### config.mk
export PLATFORM = sky130hd
export DESIGN_NAME = mem_port_arbiter
export DESIGN_NICKNAME = d
export VERILOG_FILES = /design/src/rtl/mem_port_arbiter.sv
export SDC_FILE = /design/constraint.sdc
export NUM_CORES = 1
export LEC_CHECK = 0
export ABC_AREA = 1
export CAP_MARGIN = 20
export CORE_MARGIN = 2
export CORE_UTILIZATION = 41
export DETAILED_ROUTE_END_ITERATION = 10
export HOLD_SLACK_MARGIN = 0.03
export PLACE_DENSITY = 0.89
export SLEW_MARGIN = 20
export SYNTH_ARGS = -nofsm -noshare
export SYNTH_HDL_FRONTEND = slang
export SYNTH_SLANG_ARGS = --single-unit
export TNS_END_PERCENT = 10
### constraint.sdc
create_clock -name clk -period 2.1 [get_ports clk]
set_clock_uncertainty 0.2 [all_clocks]
set_input_delay 0.525 -clock clk [delete_from_list [all_inputs] [get_ports clk]]
set_output_delay 0.525 -clock clk [all_outputs]
set_load 0.05 [all_outputs]
### src/rtl/mem_port_arbiter.sv
// Single-port memory arbiter between the CPU memory stage (C) and a DMA/loader (D).
// One transaction at a time: IDLE -> ACCESS -> WAIT (reads) -> DONE -> IDLE.
module mem_port_arbiter #(
  parameter int ADDR_W     = 32,
  parameter int DATA_W     = 32,
  parameter int MEM_LAT    = 1,
  parameter int STARVE_MAX = 4
) (
  input  logic              clk,
  input  logic              reset,
  input  logic              cpu_req,
  input  logic              cpu_we,
  input  logic [ADDR_W-1:0] cpu_addr,
  input  logic [DATA_W-1:0] cpu_wdata,
  output logic              cpu_ack,
  output logic [DATA_W-1:0] cpu_rdata,
  input  logic              dma_req,
  input  logic              dma_we,
  input  logic [ADDR_W-1:0] dma_addr,
  input  logic [DATA_W-1:0] dma_wdata,
  output logic              dma_ack,
  output logic [DATA_W-1:0] dma_rdata,
  output logic              mem_read,
  output logic              mem_write,
  output logic [ADDR_W-1:0] mem_addr,
  output logic [DATA_W-1:0] mem_wdata,
  input  logic [DATA_W-1:0] mem_rdata,
  output logic              busy,
  output logic              owner
);

  localparam int LAT_W = 3;
  localparam int SC_W  = $clog2(STARVE_MAX + 1);

  typedef enum logic [1:0] {IDLE, ACCESS, WAIT, DONE} state_t;

  state_t            state_q, state_d;
  logic [LAT_W-1:0]  lat_cnt_q, lat_cnt_d;
  logic [SC_W-1:0]   starve_cnt_q, starve_cnt_d;
  logic              we_q, we_d;
  logic              owner_q, owner_d;
  logic [ADDR_W-1:0] addr_q, addr_d;
  logic [DATA_W-1:0] wdata_q, wdata_d;
  logic [DATA_W-1:0] cpu_rdata_q, cpu_rdata_d;
  logic [DATA_W-1:0] dma_rdata_q, dma_rdata_d;
  logic              dma_wins;

  // DMA only beats a pending CPU request once the CPU has starved it long enough.
  assign dma_wins = dma_req && (!cpu_req || (starve_cnt_q == SC_W'(STARVE_MAX)));

  always_comb begin
    state_d      = state_q;
    lat_cnt_d    = lat_cnt_q;
    starve_cnt_d = starve_cnt_q;
    we_d         = we_q;
    owner_d      = owner_q;
    addr_d       = addr_q;
    wdata_d      = wdata_q;
    cpu_rdata_d  = cpu_rdata_q;
    dma_rdata_d  = dma_rdata_q;
    case (state_q)
      IDLE: begin
        if (!dma_req) starve_cnt_d = '0;
        if (cpu_req || dma_req) begin
          state_d = ACCESS;
          owner_d = dma_wins;
          if (dma_wins) begin
            we_d         = dma_we;
            addr_d       = dma_addr;
            wdata_d      = dma_wdata;
            starve_cnt_d = '0;
          end else begin
            we_d    = cpu_we;
            addr_d  = cpu_addr;
            wdata_d = cpu_wdata;
            if (dma_req && (starve_cnt_q != SC_W'(STARVE_MAX)))
              starve_cnt_d = starve_cnt_q + 1'b1;
          end
        end
      end
      ACCESS: begin
        if (we_q) begin
          state_d = DONE;
        end else begin
          state_d   = WAIT;
          lat_cnt_d = LAT_W'(MEM_LAT);
        end
      end
      WAIT: begin
        lat_cnt_d = lat_cnt_q - 1'b1;
        if (lat_cnt_q == LAT_W'(1)) begin
          state_d = DONE;
          if (owner_q) dma_rdata_d = mem_rdata;
          else         cpu_rdata_d = mem_rdata;
        end
      end
      DONE:    state_d = IDLE;
      default: state_d = IDLE;
    endcase
  end

  always_ff @(posedge clk) begin
    if (reset) begin
      state_q      <= IDLE;
      lat_cnt_q    <= '0;
      starve_cnt_q <= '0;
      we_q         <= 1'b0;
      owner_q      <= 1'b0;
      addr_q       <= '0;
      wdata_q      <= '0;
      cpu_rdata_q  <= '0;
      dma_rdata_q  <= '0;
    end else begin
      state_q      <= state_d;
      lat_cnt_q    <= lat_cnt_d;
      starve_cnt_q <= starve_cnt_d;
      we_q         <= we_d;
      owner_q      <= owner_d;
      addr_q       <= addr_d;
      wdata_q      <= wdata_d;
      cpu_rdata_q  <= cpu_rdata_d;
      dma_rdata_q  <= dma_rdata_d;
    end
  end

  assign mem_read  = (state_q == ACCESS) && !we_q;
  assign mem_write = (state_q == ACCESS) && we_q;
  assign mem_addr  = addr_q;
  assign mem_wdata = wdata_q;
  assign cpu_ack   = (state_q == DONE) && !owner_q;
  assign dma_ack   = (state_q == DONE) && owner_q;
  assign cpu_rdata = cpu_rdata_q;
  assign dma_rdata = dma_rdata_q;
  assign busy      = (state_q != IDLE);
  assign owner     = owner_q;

endmodule

---- Word-level counts from Yosys, hierarchy flattened ----
Cells that the tools add are included.
word-level totals
  bits in registers ....................... 138
  input bits .............................. 166
  logic and storage cells ................. 53
cells by class
  add/subtract/negate cells ............... 2
  eq/ne operators ......................... 9
  multiplexer cells ....................... 13
  bitwise gates (word level) .............. 1
  reductions and logical operators ........ 19
operator list
  kind                                                                   count
  32-bit 2-to-1 mux                                                      2
  3-bit 2-to-1 mux                                                       5
  2-bit case mux with 4 select lines                                     1
  1-bit logical AND                                                      6
  2-bit != test, second input constant                                   3
  3-bit case mux with 2 select lines                                     1
  2-bit AND reduction                                                    3
  3-bit AND reduction                                                    2
  2-bit equality test, second input constant                             2
  2-bit 2-to-1 mux                                                       2
  2-bit nonzero test                                                     2
  3-bit by 1-bit adder with 3-bit output, second input constant          1
  3-bit by 1-bit equality test with 1-bit output, second input constant  1
  3-bit equality test, second input constant                             1
  1-bit zero test                                                        3
  3-bit != test, second input constant                                   1
  3-bit by 1-bit subtractor with 3-bit output, second input constant     1
  2-bit by 1-bit equality test with 1-bit output, second input constant  1
  2-bit zero test                                                        1
  1-bit logical OR                                                       2
  1-bit 2-to-1 mux                                                       2
  1-bit inverter                                                         1

---- Depth between registers and ports, before layout ----
Gate-level depths: netlist (run 1).
  word-level depth ........................ 5
  depth in mapped cells ................... 12
  mapped depth without buffers ............ 9

---- Worst setup path before layout (run 1) ----
OpenSTA, ideal clock, no wires.
  path type ............................... register to output
  from .................................... reg state_q[1]
  to ...................................... out mem_read
  data arrival time ....................... 1280 ps
  slack ................................... 95 ps
  cell stages (with the launch flop) ...... 5
  cells stage by stage .................... dfxtp_1 > inv_1 > ha_1 > inv_1 > nor2_1
between the ends
  word-level cells in the longest chain between the ends .. 2
ends and longest elaborated chain
  what                                            line  text
  start: declaration                              37    state_t state_q, state_d;
  start signal: assignment                        114   state_q <= state_d;
  2-bit by 1-bit equality test with 1-bit output  126   assign mem_read = (state_q == ACCESS) && !we_q;
  1-bit logical AND                               126
  end: declaration                                23    output logic mem_read,
No other way between the ends.

---- Final worst setup path (run 1) ----
  from .................................... reg state_q[0]
  to ...................................... out busy
between the ends
  word-level cells in the longest chain between the ends .. 1
ends and longest elaborated chain
  what                line  text
  2-bit nonzero test  134   assign busy = (state_q != IDLE);
  end: declaration    28    output logic busy,
No other way between the ends.

==> out/results.tsv, run 1 <==
stage	metric	value	unit
clock_network	CTS tree	built	
worst_setup_path	Req. time, crit path	1.37	ns
global_route	vias in the first global route	6565	
sta	post-layout min period	2.060	ns
layout	final net count	1320	
sta	Slew Viols, Final	0	
worst_setup_path	WS Path Type	reg -> out	
placement	final RePlAce weighted congestion	0.8429	
placement	DP HPWL	13700	um
logic_synthesis	Syn Area/Cell	7.140	um2
layout	share of cells above drive strength 1	18.12	%
global_route	initial antenna violation count	0	
sta	max frequency	485.3	MHz
detailed_routing	total wire length	20180	um
logic_synthesis	Yosys warning total	0	
logic_synthesis	Mapped Area	0.006226	mm2
placement	Placed Area	0.009199	mm2
clock_network	CTS Sinks	138	
pwr	Cell Pwr Density	1189	mW/mm2
pwr	worst vdd ir	779.8	uV
detailed_routing	DRC viols	0	
detailed_routing	Post-DRT Antenna Nets	0	
outcome	status	finished clean	
logic_synthesis	Synthesized Nets	1046	
detailed_routing	WL/cell	14.98	um
pwr	Static Leak	0.004589	uW
floorplanning	core box area	0.01503	mm2
floorplanning	Rows	45	
global_route	global-route wire length before repair	31880	um
pwr	Seq pwr share	28.4	%
global_route	total gr overflow	0	
pwr	Comb power frac	45.0	%
worst_setup_path	CP endpoint kind	output port	
clock_network	Bufs on Longest Clock Path	2	
global_route	GRT Util Overall	24.33	%
clock_network	Root Buffer	clkbuf_16	
logic_synthesis	Synth Instances	872	
detailed_routing	Via Count	6929	
logic_synthesis	Yosys reg bits	138	
detailed_routing	DRT Pass-1 Iters	5	
clock_network	cts hold-fix bufs	0	
global_route	largest net degree at the start of global routing	71	
floorplanning	IO Pins	300	
clock_network	H-tree lvl count	4	
floorplanning	starting density of the core	41.41	%
floorplanning	Die W	127.2	um
detailed_routing	Vias/cell	5.144	
sta	Setup TNS Final	0	ns
clock_network	CTS Buf Count	17	
pwr	Switch Pwr	4961	uW
pwr	Net Sw Frac	42.22	%
worst_hold_path	Worst Hold Class	reg -> reg	
layout	n_diodes	0	
placement	number of port buffers	299	
detailed_routing	DRC violation total after the first TritonRoute iteration	381	
clock_network	Clk pin slew, worst setup/hold paths	0.06	ns
sta	Slew HR	71.44	%
sta	Final Hold Fails	0	
layout	Final Cell Area	0.009879	mm2
run	Max Cap Violations	0	
logic_synthesis	Netlist cell types	21	
worst_setup_path	nature of the critical path startpoint	flop	
floorplanning	Die Y	127.2	um
worst_setup_path	Worst Path Max Fanout	5	
sta	worst slew pin tran	0.4239	ns
floorplanning	die area	0.01619	mm2
pwr	Clock power frac	26.5	%
logic_synthesis	register area share after synthesis	44.37	%
worst_setup_path	critical path arrival	1.34	ns
clock_network	clock latency on the worst-skew pair	0.42	ns
sta	period utilization	98.12	%
layout	Area Growth Syn to Fin	58.68	%
sta	setup violators final	0	
pwr	P_int	6789	uW
sta	RSZ-0062 raised after global routing	yes	
==> placed cells by master, fill, tap and decap left out, drive strengths merged <==
| cell type | synthesis | final |
|---|---|---|
| clkdlybuf4s50 | 0 | 164 |
| buf | 36 | 161 |
| nand2 | 152 | 152 |
| inv | 147 | 151 |
| dfxtp | 138 | 138 |
| nand3 | 136 | 136 |
| a21oi | 70 | 70 |
| o21ai | 69 | 69 |
| nand4 | 67 | 67 |
| clkbuf | 34 | 17 |
| nor2 | 11 | 11 |
| ha | 8 | 8 |
| clkinv | 0 | 5 |
| bufinv | 0 | 3 |
| clkinvlp | 0 | 3 |
| nor3 | 2 | 2 |
| a211oi | 1 | 1 |
| nand3b | 1 | 1 |
==> path summary, 6_finish.rpt <==
| kind | from | end | slack, ns | cells after the start |
|---|---|---|---|---|
| worst min-delay path | cpu_rdata[7] | cpu_rdata[7] | 0.24 | 2 |
| worst min register to register | cpu_rdata[7] | cpu_rdata[7] | 0.24 | 2 |
| worst max register to register | state_q[0] | dma_rdata[31] | 0.18 | 6 |
| worst max-delay path | state_q[0] | busy | 0.04 | 4 |
==> stage by stage <==
stage	setup slack, ns	cells	utilization (%)	hold slack (ns)	total power [uW]
after floorplan	0.09503	872	-	0.2349	6825
after global placement	-0.02953	1312	61.19	0.2301	8443
after detailed placement	-0.05457	1312	61.19	0.2350	8536
after CTS	0.002257	1345	65.43	0.2449	11730
after global routing	-0.03502	1347	65.72	0.2660	12360
final	0.03954	1347	65.72	0.2420	11750
==> synth_stat cells (all sizes together) <==
cell type | instances | area share (%)
a211oi | 1 | 0.12
a21oi | 70 | 5.6
buf | 36 | 3.7
clkbuf | 34 | 2.0
dfxtp | 138 | 44
ha | 8 | 1.6
inv | 147 | 8.9
nand2 | 152 | 9.2
nand3 | 136 | 11
nand3b | 1 | 0.12
nand4 | 67 | 6.7
nor2 | 11 | 0.90
nor3 | 2 | 0.16
o21ai | 69 | 5.5
==> layout make-up <==
class                      count  area, um2
tap                          188      235.2
inverter                     147      558.0
timing repair buffer         325       3110
clock buffer                  17      425.4
sequential                   138       2768
clock inverter                15      187.7
multi-input combinational    517       2595
fill                        1200       5154
==> repair_timing <==
action	in CTS	in global routing
gates cloned	0	0
resized for setup	9	5
pin swaps	0	1
buffers inserted	1	2
endpoints found under the setup margin	4	4
==> worst max-delay path, cell delays in order (launching register included) <==
cell     delay [ns]
dfxtp_4        0.38
inv_1          0.10
ha_4           0.19
inv_4          0.10
buf_12         0.14
==> sequential cells by signal, indices dropped and copies added, names as in the netlist <==
signal	cells
cpu_rdata	32
dma_rdata	32
lat_cnt_q	3
mem_addr	32
mem_wdata	32
owner	1
starve_cnt_q	3
state_q	2
we_q	1
==> routing by layer <==
| layer | vias to the layer above | share of wire, % | global-route usage, % |
|---|---|---|---|
| met5 | - | 0 | 0 |
| li1 | 3401 | - | - |
| met4 | 0 | 3.3 | 9.955 |
| met1 | 3165 | 40 | 28.29 |
| met3 | 45 | 9.6 | 9.296 |
| met2 | 318 | 47 | 40.42 |
==> cell families after synthesis <==
logic type      count (synthesis)  share of synthesized area, %
compound gates                140                         11.29
fa+ha+maj                       8                         1.608
buf+inv                       217                         14.59
flops                         138                         44.37
simple gates                  369                         28.14
==> power groups by stage <==
stage          sequential, uW  clock [uW]  combinational, uW
5_1_grt                  3390        3300               5670
6_report                 3340        3120               5290
3_5_place_dp             3370           0               5170
4_1_cts                  3330        3170               5220
3_3_place_gp             3350           0               5090
2_1_floorplan            4630           0               2190
No activity file was read; power rests on OpenSTA's default activity.
==> run 2, diff against run 1 <==
- ABC_CLOCK_PERIOD_IN_PS: not set -> 2100
==> results of run 2 <==
Same layout as run 1: the final DEF is identical, and so are final timing and power.
==> run 3, diff against run 2 <==
- ABC_AREA: 1 -> not set
- CORE_UTILIZATION: 41 -> 38
- PLACE_DENSITY: 0.89 -> 0.88
==> out/results.tsv, run 3 <==
stage	metric	value	unit
logic_synthesis	Syn Area/Cell	8.540	um2
clock_network	Bufs on Longest Clock Path	2	
worst_setup_path	CP max stage delay	0.32	ns
clock_network	Clk pin slew, worst setup/hold paths	0.05	ns
detailed_routing	DRC violation total after the first TritonRoute iteration	553	
floorplanning	core box area	0.01330	mm2
logic_synthesis	Yosys reg bits	138	
placement	Cells after DPL	1062	
placement	DP HPWL	12960	um
logic_synthesis	Mapped Area	0.005184	mm2
logic_synthesis	count leader, synth	nand2_1	
sta	hold slack	0.2515	ns
detailed_routing	DRC viols	0	
floorplanning	IO Pins	300	
clock_network	CTS tree	built	
pwr	Static Leak	0.003563	uW
logic_synthesis	Main synth FF type	dfxtp_1	
layout	final net count	1081	
detailed_routing	Post-DRT Antenna Nets	0	
pwr	worst vdd ir	834.7	uV
global_route	initial antenna violation count	0	
detailed_routing	DRT Pass-1 Iters	9	
worst_setup_path	Req. time, crit path	1.37	ns
floorplanning	die area	0.01459	mm2
logic_synthesis	Synth top area share	53.29	%
sta	Setup TNS Final	0	ns
sta	Final Hold Fails	0	
layout	Area Growth Syn to Fin	72.41	%
logic_synthesis	asr flop ratio synth	0	%
pwr	Cell Pwr Density	1164	mW/mm2
logic_synthesis	Post-synth top cells	nand2_1, dfxtp_1, a21oi_1, nor2_1, a22oi_1	
outcome	status	finished clean	
logic_synthesis	Synthesized Nets	781	
worst_hold_path	Worst Hold Class	reg -> reg	
floorplanning	Die Y	120.8	um
clock_network	clock latency on the worst-skew pair	0.41	ns
layout	most common cell after layout, fill and taps aside	nand2_1	
global_route	largest net degree at the start of global routing	52	
run	Max Cap Violations	0	
placement	final RePlAce weighted congestion	0.8404	
layout	most frequent cells in the layout	nand2_1, clkdlybuf4s50_1, buf_4	
worst_setup_path	nature of the critical path startpoint	flop	
sta	RSZ-0062 raised after global routing	no	
sta	period utilization	97.72	%
clock_network	Root Buffer	clkbuf_16	
detailed_routing	total wire length	18150	um
layout	fin util	67.22	%
floorplanning	starting density of the core	38.99	%
layout	final non-filler cell total	1095	
detailed_routing	Vias/cell	5.167	
global_route	GRT Util Overall	23.93	%
logic_synthesis	Synth area leader	dfxtp_1	
sta	Slew Viols, Final	0	
detailed_routing	WL/cell	16.58	um
logic_synthesis	Netlist cell types	31	
sta	setup violators final	0	
worst_setup_path	Crit-path slowest cell	dfxtp_2	
worst_setup_path	Critical Path, Cell by Cell	buf_4, ha_4, and2_4, buf_12	
global_route	vias in the first global route	5349	
clock_network	H-tree lvl count	4	
logic_synthesis	EDFF count, synth	0	
global_route	global-route wire length before repair	27580	um
sta	Slew HR	76.61	%
global_route	total gr overflow	0	
sta	max frequency	487.3	MHz
placement	number of port buffers	299	
logic_synthesis	register area share after synthesis	53.29	%
clock_network	CTS Buf Count	17	
detailed_routing	Via Count	5658	
logic_synthesis	Synth Instances	607	
clock_network	CTS Sinks	138	
layout	n_diodes	0	
worst_setup_path	CP endpoint kind	output port	
worst_setup_path	Worst Path Max Fanout	3	
logic_synthesis	Yosys warning total	0	
worst_setup_path	WS Path Type	reg -> out	
floorplanning	Die W	120.8	um
sta	post-layout min period	2.052	ns
logic_synthesis	Synth area leaders	dfxtp_1, nand2_1, a21oi_1	
worst_setup_path	critical path arrival	1.33	ns
layout	share of cells above drive strength 1	23.18	%
sta	worst slew pin tran	0.3472	ns
floorplanning	Rows	42	
==> run 3: kinds of logic after synthesis <==
group / Yosys count / synth area share [%]
simple gates: 223 / 16.99
compound gates: 179 / 22.42
flops: 138 / 53.29
buf+inv: 58 / 5.165
fa+ha+maj: 8 / 1.931
mux: 1 / 0.1931
==> run 3: repair_timing <==
action	CTS	global route
gates resized for setup	13	6
pin swaps	1	0
endpoints found under the setup margin	5	5
buffers inserted	3	0
hold buffers	0	0
cloned	0	0
==> run 3: power by group <==
| part | switching (uW) | internal [uW] |
|---|---|---|
| Combinational | 2670 | 1710 |
| Clock | 1080 | 1740 |
| Sequential | 210 | 2990 |
==> run 3: worst max-delay path, delay by kind of cell, from the launching register on <==
family                     cells  cell delay (ns)
buffers and inverters          2             0.29
and+or+nand+nor                1             0.16
adders and majority gates      1             0.16
DFF                            1             0.32
==> run 3: routing by layer <==
metal  routed length, um  vias to the layer above  track usage [%]
met4                 607                        0            10.47
li1                    -                     2721                -
met1                7143                     2649            28.21
met5                   0                        -                0
met3                1404                       47            7.028
met2                8998                      241            40.29
==> run 3: path summary, 6_finish.rpt <==
| check | depth (start not counted) | start | endpoint | slack, ns |
|---|---|---|---|---|
| setup / recovery | 4 | state_q[1] | dma_ack | 0.05 |
| hold / removal | 2 | dma_rdata[27] | dma_rdata[27] | 0.25 |
| setup reg to reg | 7 | starve_cnt_q[0] | mem_wdata[6] | 0.15 |
| hold reg to reg | 2 | dma_rdata[27] | dma_rdata[27] | 0.25 |
==> run 3: final cells by class <==
| cell class | instances | area (um2) |
|---|---|---|
| Clock inverter | 7 | 66.31 |
| Multi-Input combinational cell | 411 | 2251 |
| Clock buffer | 24 | 491.7 |
| Timing Repair Buffer | 330 | 3104 |
| Fill cell | 1034 | 4358 |
| Inverter | 9 | 38.79 |
| Sequential cell | 138 | 2765 |
| Tap cell | 176 | 220.2 |
==> run 3: through the flow <==
| step | instance area [um2] | worst slack, ns | power, uW |
|---|---|---|---|
| 2_1_floorplan | 5184 | 0.08280 | 5817 |
| 5_1_grt | 8937 | 0.004037 | 10860 |
| 3_3_place_gp | 8295 | -0.1010 | 7381 |
| 3_5_place_dp | 8295 | -0.1640 | 7460 |
| 6_report | 8937 | 0.04783 | 10400 |
| 4_1_cts | 8902 | -0.02391 | 10360 |
